[src/rtl/sprite_anim_renderer.sv]
// Multi-frame sprite renderer: maps the scan position into a positioned, optionally mirrored
// sprite window, fetches palette indices from an external synchronous ROM, and animates frames on vsync.
module sprite_anim_renderer #(
   parameter  int SPRITE_W        = 50,
   parameter  int SPRITE_H        = 64,
   parameter  int FRAMES          = 4,
   parameter  int IDX_W           = 3,
   parameter  int TRANSPARENT_IDX = 0,
   parameter  int FRAME_PERIOD    = 6,
   localparam int ADDR_W          = $clog2(FRAMES * SPRITE_W * SPRITE_H),
   localparam int FRAME_W         = (FRAMES > 1) ? $clog2(FRAMES) : 1
) (
   input  logic               vga_clk,
   input  logic               reset_n,
   input  logic [9:0]         DrawX,
   input  logic [9:0]         DrawY,
   input  logic               blank,
   input  logic               frame_tick,
   input  logic [9:0]         sprite_x,
   input  logic [9:0]         sprite_y,
   input  logic               flip,
   input  logic               start,
   input  logic               loop,
   output logic [ADDR_W-1:0]  rom_addr,
   input  logic [IDX_W-1:0]   rom_q,
   output logic [IDX_W-1:0]   pixel_idx,
   output logic               pixel_valid,
   output logic [FRAME_W-1:0] cur_frame,
   output logic               busy,
   output logic               anim_done
);

   localparam int TICK_W      = (FRAME_PERIOD > 1) ? $clog2(FRAME_PERIOD) : 1;
   localparam int FRAME_WORDS = SPRITE_W * SPRITE_H;

   localparam logic [TICK_W-1:0]  TICK_LAST  = TICK_W'(FRAME_PERIOD - 1);
   localparam logic [FRAME_W-1:0] FRAME_LAST = FRAME_W'(FRAMES - 1);

   typedef enum logic [1:0] {
      ST_IDLE,
      ST_RUN,
      ST_DONE
   } state_t;

   state_t              state_q, state_d;
   logic [TICK_W-1:0]   tick_cnt_q, tick_cnt_d;
   logic [FRAME_W-1:0]  frame_q, frame_d;
   logic                anim_done_q, anim_done_d;

   // ---------------- animation FSM ----------------
   always_ff @(posedge vga_clk or negedge reset_n) begin
      if (!reset_n) begin
         state_q     <= ST_IDLE;
         tick_cnt_q  <= '0;
         frame_q     <= '0;
         anim_done_q <= 1'b0;
      end else begin
         state_q     <= state_d;
         tick_cnt_q  <= tick_cnt_d;
         frame_q     <= frame_d;
         anim_done_q <= anim_done_d;
      end
   end

   always_comb begin
      state_d     = state_q;
      tick_cnt_d  = tick_cnt_q;
      frame_d     = frame_q;
      anim_done_d = 1'b0;

      // A restart swallows any coincident tick.
      if (start) begin
         state_d    = ST_RUN;
         tick_cnt_d = '0;
         frame_d    = '0;
      end else begin
         case (state_q)
            ST_IDLE: begin
               frame_d    = '0;
               tick_cnt_d = '0;
            end
            ST_RUN: begin
               if (frame_tick) begin
                  if (tick_cnt_q == TICK_LAST) begin
                     tick_cnt_d = '0;
                     if (frame_q != FRAME_LAST) begin
                        frame_d = frame_q + 1'b1;
                     end else if (loop) begin
                        frame_d = '0;
                     end else begin
                        state_d     = ST_DONE;
                        anim_done_d = 1'b1;
                     end
                  end else begin
                     tick_cnt_d = tick_cnt_q + 1'b1;
                  end
               end
            end
            ST_DONE: begin
               frame_d = frame_q;
            end
            default: begin
               state_d    = ST_IDLE;
               tick_cnt_d = '0;
               frame_d    = '0;
            end
         endcase
      end
   end

   assign cur_frame = frame_q;
   assign busy      = (state_q == ST_RUN);
   assign anim_done = anim_done_q;

   // ---------------- pixel pipeline ----------------
   logic [10:0]       dx_w, dy_w, sx_w, sy_w, x_end, y_end;
   logic              in_box;
   logic [9:0]        lx_raw, lx, ly;
   logic [ADDR_W-1:0] addr_calc;

   logic [ADDR_W-1:0] rom_addr_q, rom_addr_d;
   logic              v1_q, v1_d;
   logic              v2_q, v2_d;
   logic [IDX_W-1:0]  pix_idx_q, pix_idx_d;
   logic              pix_valid_q, pix_valid_d;

   // Window bounds are evaluated at 11 bits so a sprite near column 1023 does not wrap.
   always_comb begin
      dx_w   = {1'b0, DrawX};
      dy_w   = {1'b0, DrawY};
      sx_w   = {1'b0, sprite_x};
      sy_w   = {1'b0, sprite_y};
      x_end  = sx_w + 11'(SPRITE_W);
      y_end  = sy_w + 11'(SPRITE_H);
      in_box = (dx_w >= sx_w) && (dx_w < x_end) && (dy_w >= sy_w) && (dy_w < y_end);

      lx_raw = DrawX - sprite_x;
      ly     = DrawY - sprite_y;
      lx     = flip ? (10'(SPRITE_W - 1) - lx_raw) : lx_raw;

      addr_calc = ADDR_W'(int'(frame_q) * FRAME_WORDS)
                + ADDR_W'(int'(ly) * SPRITE_W)
                + ADDR_W'(lx);
   end

   always_comb begin
      rom_addr_d  = in_box ? addr_calc : rom_addr_q;
      v1_d        = in_box & blank;
      v2_d        = v1_q;
      pix_idx_d   = v2_q ? rom_q : '0;
      pix_valid_d = v2_q && (rom_q != IDX_W'(TRANSPARENT_IDX));
   end

   always_ff @(posedge vga_clk or negedge reset_n) begin
      if (!reset_n) begin
         rom_addr_q  <= '0;
         v1_q        <= 1'b0;
         v2_q        <= 1'b0;
         pix_idx_q   <= '0;
         pix_valid_q <= 1'b0;
      end else begin
         rom_addr_q  <= rom_addr_d;
         v1_q        <= v1_d;
         v2_q        <= v2_d;
         pix_idx_q   <= pix_idx_d;
         pix_valid_q <= pix_valid_d;
      end
   end

   assign rom_addr    = rom_addr_q;
   assign pixel_idx   = pix_idx_q;
   assign pixel_valid = pix_valid_q;

endmodule

[config.mk]
export PLATFORM = sky130hd
export DESIGN_NAME = sprite_anim_renderer
export DESIGN_NICKNAME = d
export VERILOG_FILES = /design/src/rtl/sprite_anim_renderer.sv
export SDC_FILE = /design/constraint.sdc
export NUM_CORES = 1
export LEC_CHECK = 0
export BUFFER_PORTS_ARGS = -buffer_cell sky130_fd_sc_hd__buf_2
export CORE_ASPECT_RATIO = 1.75
export CORE_MARGIN = 1.5
export CORE_UTILIZATION = 40
export DETAILED_ROUTE_END_ITERATION = 10
export GPL_TIMING_DRIVEN = 0
export SYNTH_ARGS = -nofsm -noshare
export SYNTH_HDL_FRONTEND = slang
export SYNTH_SLANG_ARGS = --single-unit
[constraint.sdc]
create_clock -name vga_clk -period 2.7 [get_ports vga_clk]
set_input_delay 0.405 -clock vga_clk [delete_from_list [all_inputs] [get_ports vga_clk]]
set_output_delay 0.405 -clock vga_clk [all_outputs]
set_load 0.01 [all_outputs]
## After elaboration in Yosys (flattened, before gate mapping)

Index checks and enable logic that the tools add are counted.

- Output and inout bits: 22
- Bits of input ports: 50
- Bits in registers: 28

- Order comparisons: 4
- Bitwise gates (word level): 1
- Equal/unequal tests: 11
- Reductions and logical operators: 10
- Add/sub/neg operators: 9
- Muxes and demuxes: 24
- Multipliers: 2

Operator list:

| operator | number |
|---|---|
| 10-bit by 11-bit less-than comparator with 1-bit output | 2 |
| 10-bit greater-or-equal comparator | 2 |
| 2-bit two-way mux | 10 |
| 10-bit subtractor | 2 |
| 14-bit by 10-bit adder with 14-bit output | 1 |
| 14-bit adder | 1 |
| 10-bit by 5-bit multiplier with 13-bit output, second input constant | 1 |
| 3-bit two-way mux | 4 |
| 10-bit by 6-bit adder with 11-bit output, second input constant | 1 |
| 10-bit by 7-bit adder with 11-bit output, second input constant | 1 |
| 10-bit two-way mux | 1 |
| 6-bit by 10-bit subtractor with 10-bit output, first input constant | 1 |
| 3-bit inequality test, second input constant | 3 |
| 2-bit one-hot mux with 2 select lines | 2 |
| 2-bit by 5-bit multiplier with 7-bit output, second input constant | 1 |
| 1-bit two-way mux | 6 |
| 3-bit one-hot mux with 2 select lines | 1 |
| 5-bit AND reduction | 1 |
| 1-bit logical AND | 4 |
| 2-bit inequality test, second input constant | 2 |
| 4-bit by 3-bit inequality test with 1-bit output, second input constant | 1 |
| 4-bit AND reduction | 1 |
| 3-bit by 1-bit adder with 3-bit output, second input constant | 1 |
| 3-bit == test, second input constant | 1 |
| other kinds (10) | 10 |

## Longest topological paths before layout

- Word-level depth: 6
- Depth in mapped cells: 28
- Depth with buffers taken out: 28

## Worst setup path before layout

No wires, ideal clock.

- Path kind: input port to flip-flop
- From: input port DrawY[0]
- To: register rom_addr_q[13], in the netlist rom_addr[13]
- Required time: 2.575 ns
- Cell stages on the path: 24
- Library setup time: 0.125 ns
- Slack: -2.688 ns
- Arrival: 5.263 ns
- Path through: inv_1 > ha_1 > fa_1 > nand2b_1 > a21oi_2 > nand2_1 > nand2_1 > a21oi_1 > xnor2_1 > ha_1 > ha_1 > inv_1 > fa_1 > inv_1 > ha_1 > and3_1 > a221oi_2 > xnor2_1 > ha_1 > ha_1 > a31oi_2 > xnor2_2 > xnor2_1 > mux2_4

- Longest elaborated chain between the ends: 4
- Elaborated cells on any way between the ends: 8

Ends and longest elaborated chain:

| what | line | source |
|---|---|---|
| from (decl) | 16 | `input logic [9:0] DrawY,` |
| 10-bit subtractor | 138 | `ly = DrawY - sprite_y;` |
| 10-bit by 5-bit multiplier with 13-bit output | 142 | `+ ADDR_W'(int'(ly) * SPRITE_W)` |
| 14-bit adder | 142 |  |
| 14-bit by 10-bit adder with 14-bit output | 143 | `+ ADDR_W'(lx);` |
| to (signal assigned) | 162 | `rom_addr_q <= rom_addr_d;` |
| to (decl) | 121 | `logic [ADDR_W-1:0] rom_addr_q, rom_addr_d;` |

Parallel ways exist; a longest one is shown, timed or not.
A chain may end at the register's enable or synchronous reset.

## Worst setup path after layout

Same ends and word-level chain as after synthesis.

==> metrics.md <==
| Metric | Value |
|---|---|
| Top Ports | `72` |
| Final TNS setup | `-14.91 ns` |
| H-Tree Level Count | `1` |
| Crit. End Element | `register` |
| Die ar. | `0.0109 mm²` |
| Rows | `between 40 and 50` |
| Initial antenna violation count | `0` |
| Final Hold Viols | `0` |
| CTS Buf Count | `3` |
| Clock Skew | `~0.0025 ns` |
| Post-Route WL | `a little over 9000 µm` |
| Violated checks | `setup timing` |
| FILL cells | `889` |
| Worst-Margin Slew | `roughly 0.62 ns` |
| Routed Antenna Nets | `0` |
| Root buffer cell | `clkbuf_16` |
| Nets | `710` |
| CP bufs+invs | `4` |
| Worst hold path type | `in -> async` |
| Worst-Skew Late Latency | `roughly 0.26 ns` |
| PortBufs | `70` |
| Final setup viols | `11` |
| Final worst-path cycle share | `186%` |
| Final Worst Setup Slack | `-2.32 ns` |
| Syn nets | `601` |
| Area delta synth->final | `42.2%` |
| CP top delay family | `adder cells` |
| Startpoint Class | `input pin` |
| Routed len/inst | `roughly 13 µm` |
| CTS tree | `done` |
| Initial Util | `about two fifths` |
| Core Area | `slightly below 0.01 mm²` |
| Critical path class | `in -> reg` |
| 1st-iter DRT viols | `41` |
| Post-synth EDFFs | `0` |
| Fmax achieved | `199 MHz` |
| CTS Buffer Depth | `2` |
| Vias per cell | `around 5.2` |
| Congestion Overflow GR | `0` |
| Number of synthesis warnings | `0` |
| Max cap viols | `0` |
| Max Slew Vio Count | `0` |
| Avg Cell Area, Syn | `between 9 and 10 µm²` |
| First-pass GRT wire length | `15200 µm` |
| Pin count of the biggest net entering global routing | `29` |
| Synth cell types | `55` |
| Vias | `3568` |
| Tmin final | `around 5.0 ns` |
| R2R setup slack | `approximately 0.010 ns` |
| Synth async-reset ratio | `100%` |
| Synth Instances | `454` |
| Final cell utilization of the core | `between 50% and 60%` |
| Synth Register Bits | `28` |
| Cell Area, Synth | `roughly 0.0041 mm²` |
| # diodes | `0` |
| Status | `finished, violations left` |
| DRC violations left | `0` |
| CP dominant cell by count | `xnor2_2` |
| Share of cells above drive strength 1 | `between 40 and 50%` |
| Final hold slack | `between 0.15 and 0.2 ns` |
| Placer Congestion | `about 0.82` |
| TritonRoute pass-1 iters | `4` |
| Clock-pin slew on the worst setup and hold paths | `~0.06 ns` |
| Sink Count | `28` |
| Worst slew margin | `between 50 and 60%` |
| Worst r2r src | `cur_frame[0]` |
| Primary FF master, synth | `dfrtp_1` |
| Worst Path Max Fanout | `3` |
| RSZ-0062 raised after global routing | `yes` |
| Die height | `between 100 and 150 µm` |
| Die span in x | `approximately 80 µm` |
| Vias in the first global route | `roughly 3600` |
| Reg2Reg Depth | `10` |
| Sequential area share after synthesis | `between 10% and 20%` |
| Place WS | `-2.86 ns` |
| Worst reg2reg path endpoint | `rom_addr[13]` |
| Gr usage total | `17.3%` |
| Worst path depth | `29` |
| Cts hold-fix bufs | `0` |
| Slowest stage delay, CP | `between 0.5 and 0.6 ns` |
| HPWL Detailed | `between 7000 and 8000 µm` |
| Slowest CP cell | `fa_1` |
| Critical path arrival | `between 5 and 6 ns` |
| WP data required | `between 2 and 3 ns` |
[flip-flops by register name, summed over array words and instances, names as in the netlist]
signal / cells
pixel_valid: 1
pixel_idx: 3
anim_done: 1
state_q: 2
tick_cnt_q: 3
v2_q: 1
rom_addr: 14
cur_frame: 2
v1_q: 1
[metal layers]
layer	wire, µm	part of all wire [%]	vias to the layer above	GRT usage (%)
li1	-	-	1799	-
met1	3360	36	1697	16.7
met2	5520	60	59	36.5
met3	225	2.4	13	1.60
met4	155	1.7	0	5.46
met5	0	0	-	0
[cell families (layout without fill, tap and decap cells)]
family / count (synthesis) / after routing / synth area share, %
AO/OA/AOI/OAI: 99 / 99 / 16.6
XOR/XNOR: 49 / 49 / 11.0
AND/OR/NAND/NOR: 100 / 100 / 12.4
multiplexers: 16 / 16 / 5.18
adder cells (fa/ha/maj): 97 / 97 / 31.4
buffers and inverters: 65 / 173 / 6.34
flip-flops: 28 / 28 / 17.1
[how the worst max path moves through the flow]
stage	slack [ns]	to	start
floorplan	-2.33	rom_addr[13]	DrawY[0]
global placement	-2.85	rom_addr[13]	DrawY[0]
detailed placement	-2.86	rom_addr[13]	DrawY[0]
CTS	-2.33	rom_addr[12]	DrawY[0]
global route	-2.56	rom_addr[13]	DrawY[0]
finish	-2.32	rom_addr[13]	DrawY[0]
[final cells by class]
| type | count | area, µm² | area share [%] |
|---|---|---|---|
| inverters | 63 | 267 | 4.56 |
| repair buffers | 104 | 668 | 11.4 |
| plain buffers | 2 | 23.8 | 0.407 |
| clock inverters | 1 | 30.0 | 0.514 |
| clock buffers | 3 | 75.1 | 1.29 |
| well taps | 125 | 156 | 2.68 |
| multi-input cells | 361 | 3920 | 67.1 |
| flip-flops and latches | 28 | 701 | 12.0 |
[synthesized netlist by cell type (4+ instances only)]
cell type   n  share of area, %
a21o_1     11               2.0
a21oi_1    25               3.0
a21oi_2     4              0.85
dfrtp_1    28                17
fa_1       10               4.9
ha_1       87                27
inv_1      62               5.7
mux2_2      6               1.6
mux2_4      9               3.3
nand2_1    25               2.3
nand2b_1   11               1.7
nand3_1     6              0.73
nand4_1     6              0.91
nor2_1     28               2.6
nor2b_1     5              0.76
nor3_1      6              0.73
o21a_1      9               1.6
o21ai_0    16               2.0
o21bai_1    6               1.1
xnor2_1    35               7.5
xor2_1     11               2.3
[repair_timing]
item,4_1_cts,5_1_grt
endpoints found under the setup margin,11,15
pin swaps,46,46
resized for setup,43,58
setup buffers,20,16
[metrics by stage]
step	std cells	area [µm²]
2_1_floorplan	454	4440
3_3_place_gp	649	4950
3_5_place_dp	649	4950
4_1_cts	673	5480
5_1_grt	687	5840
6_report	687	5840
[layout by cell type (no fill, tap or decap), drive strengths merged, types with 2 or more instances in the layout]
master / n
nor2b: 5
o311ai: 3
a311oi: 2
a21boi: 2
a21oi: 29
nand2: 25
ha: 87
and3: 2
mux2: 15
xor2: 11
o21a: 9
inv: 63
buf: 105
nand3: 6
dfrtp: 28
nand2b: 11
or3: 3
nor2: 28
nand4: 7
clkbuf: 4
a31oi: 3
xnor2: 38
o21ai: 19
o21bai: 6
o221ai: 2
o31ai: 4
nor3: 7
a21o: 11
fa: 10
and2: 3
a221oi: 2
Power is not shown: default switching activity piles up to over one toggle a cycle in this logic, so the estimate is an artifact.
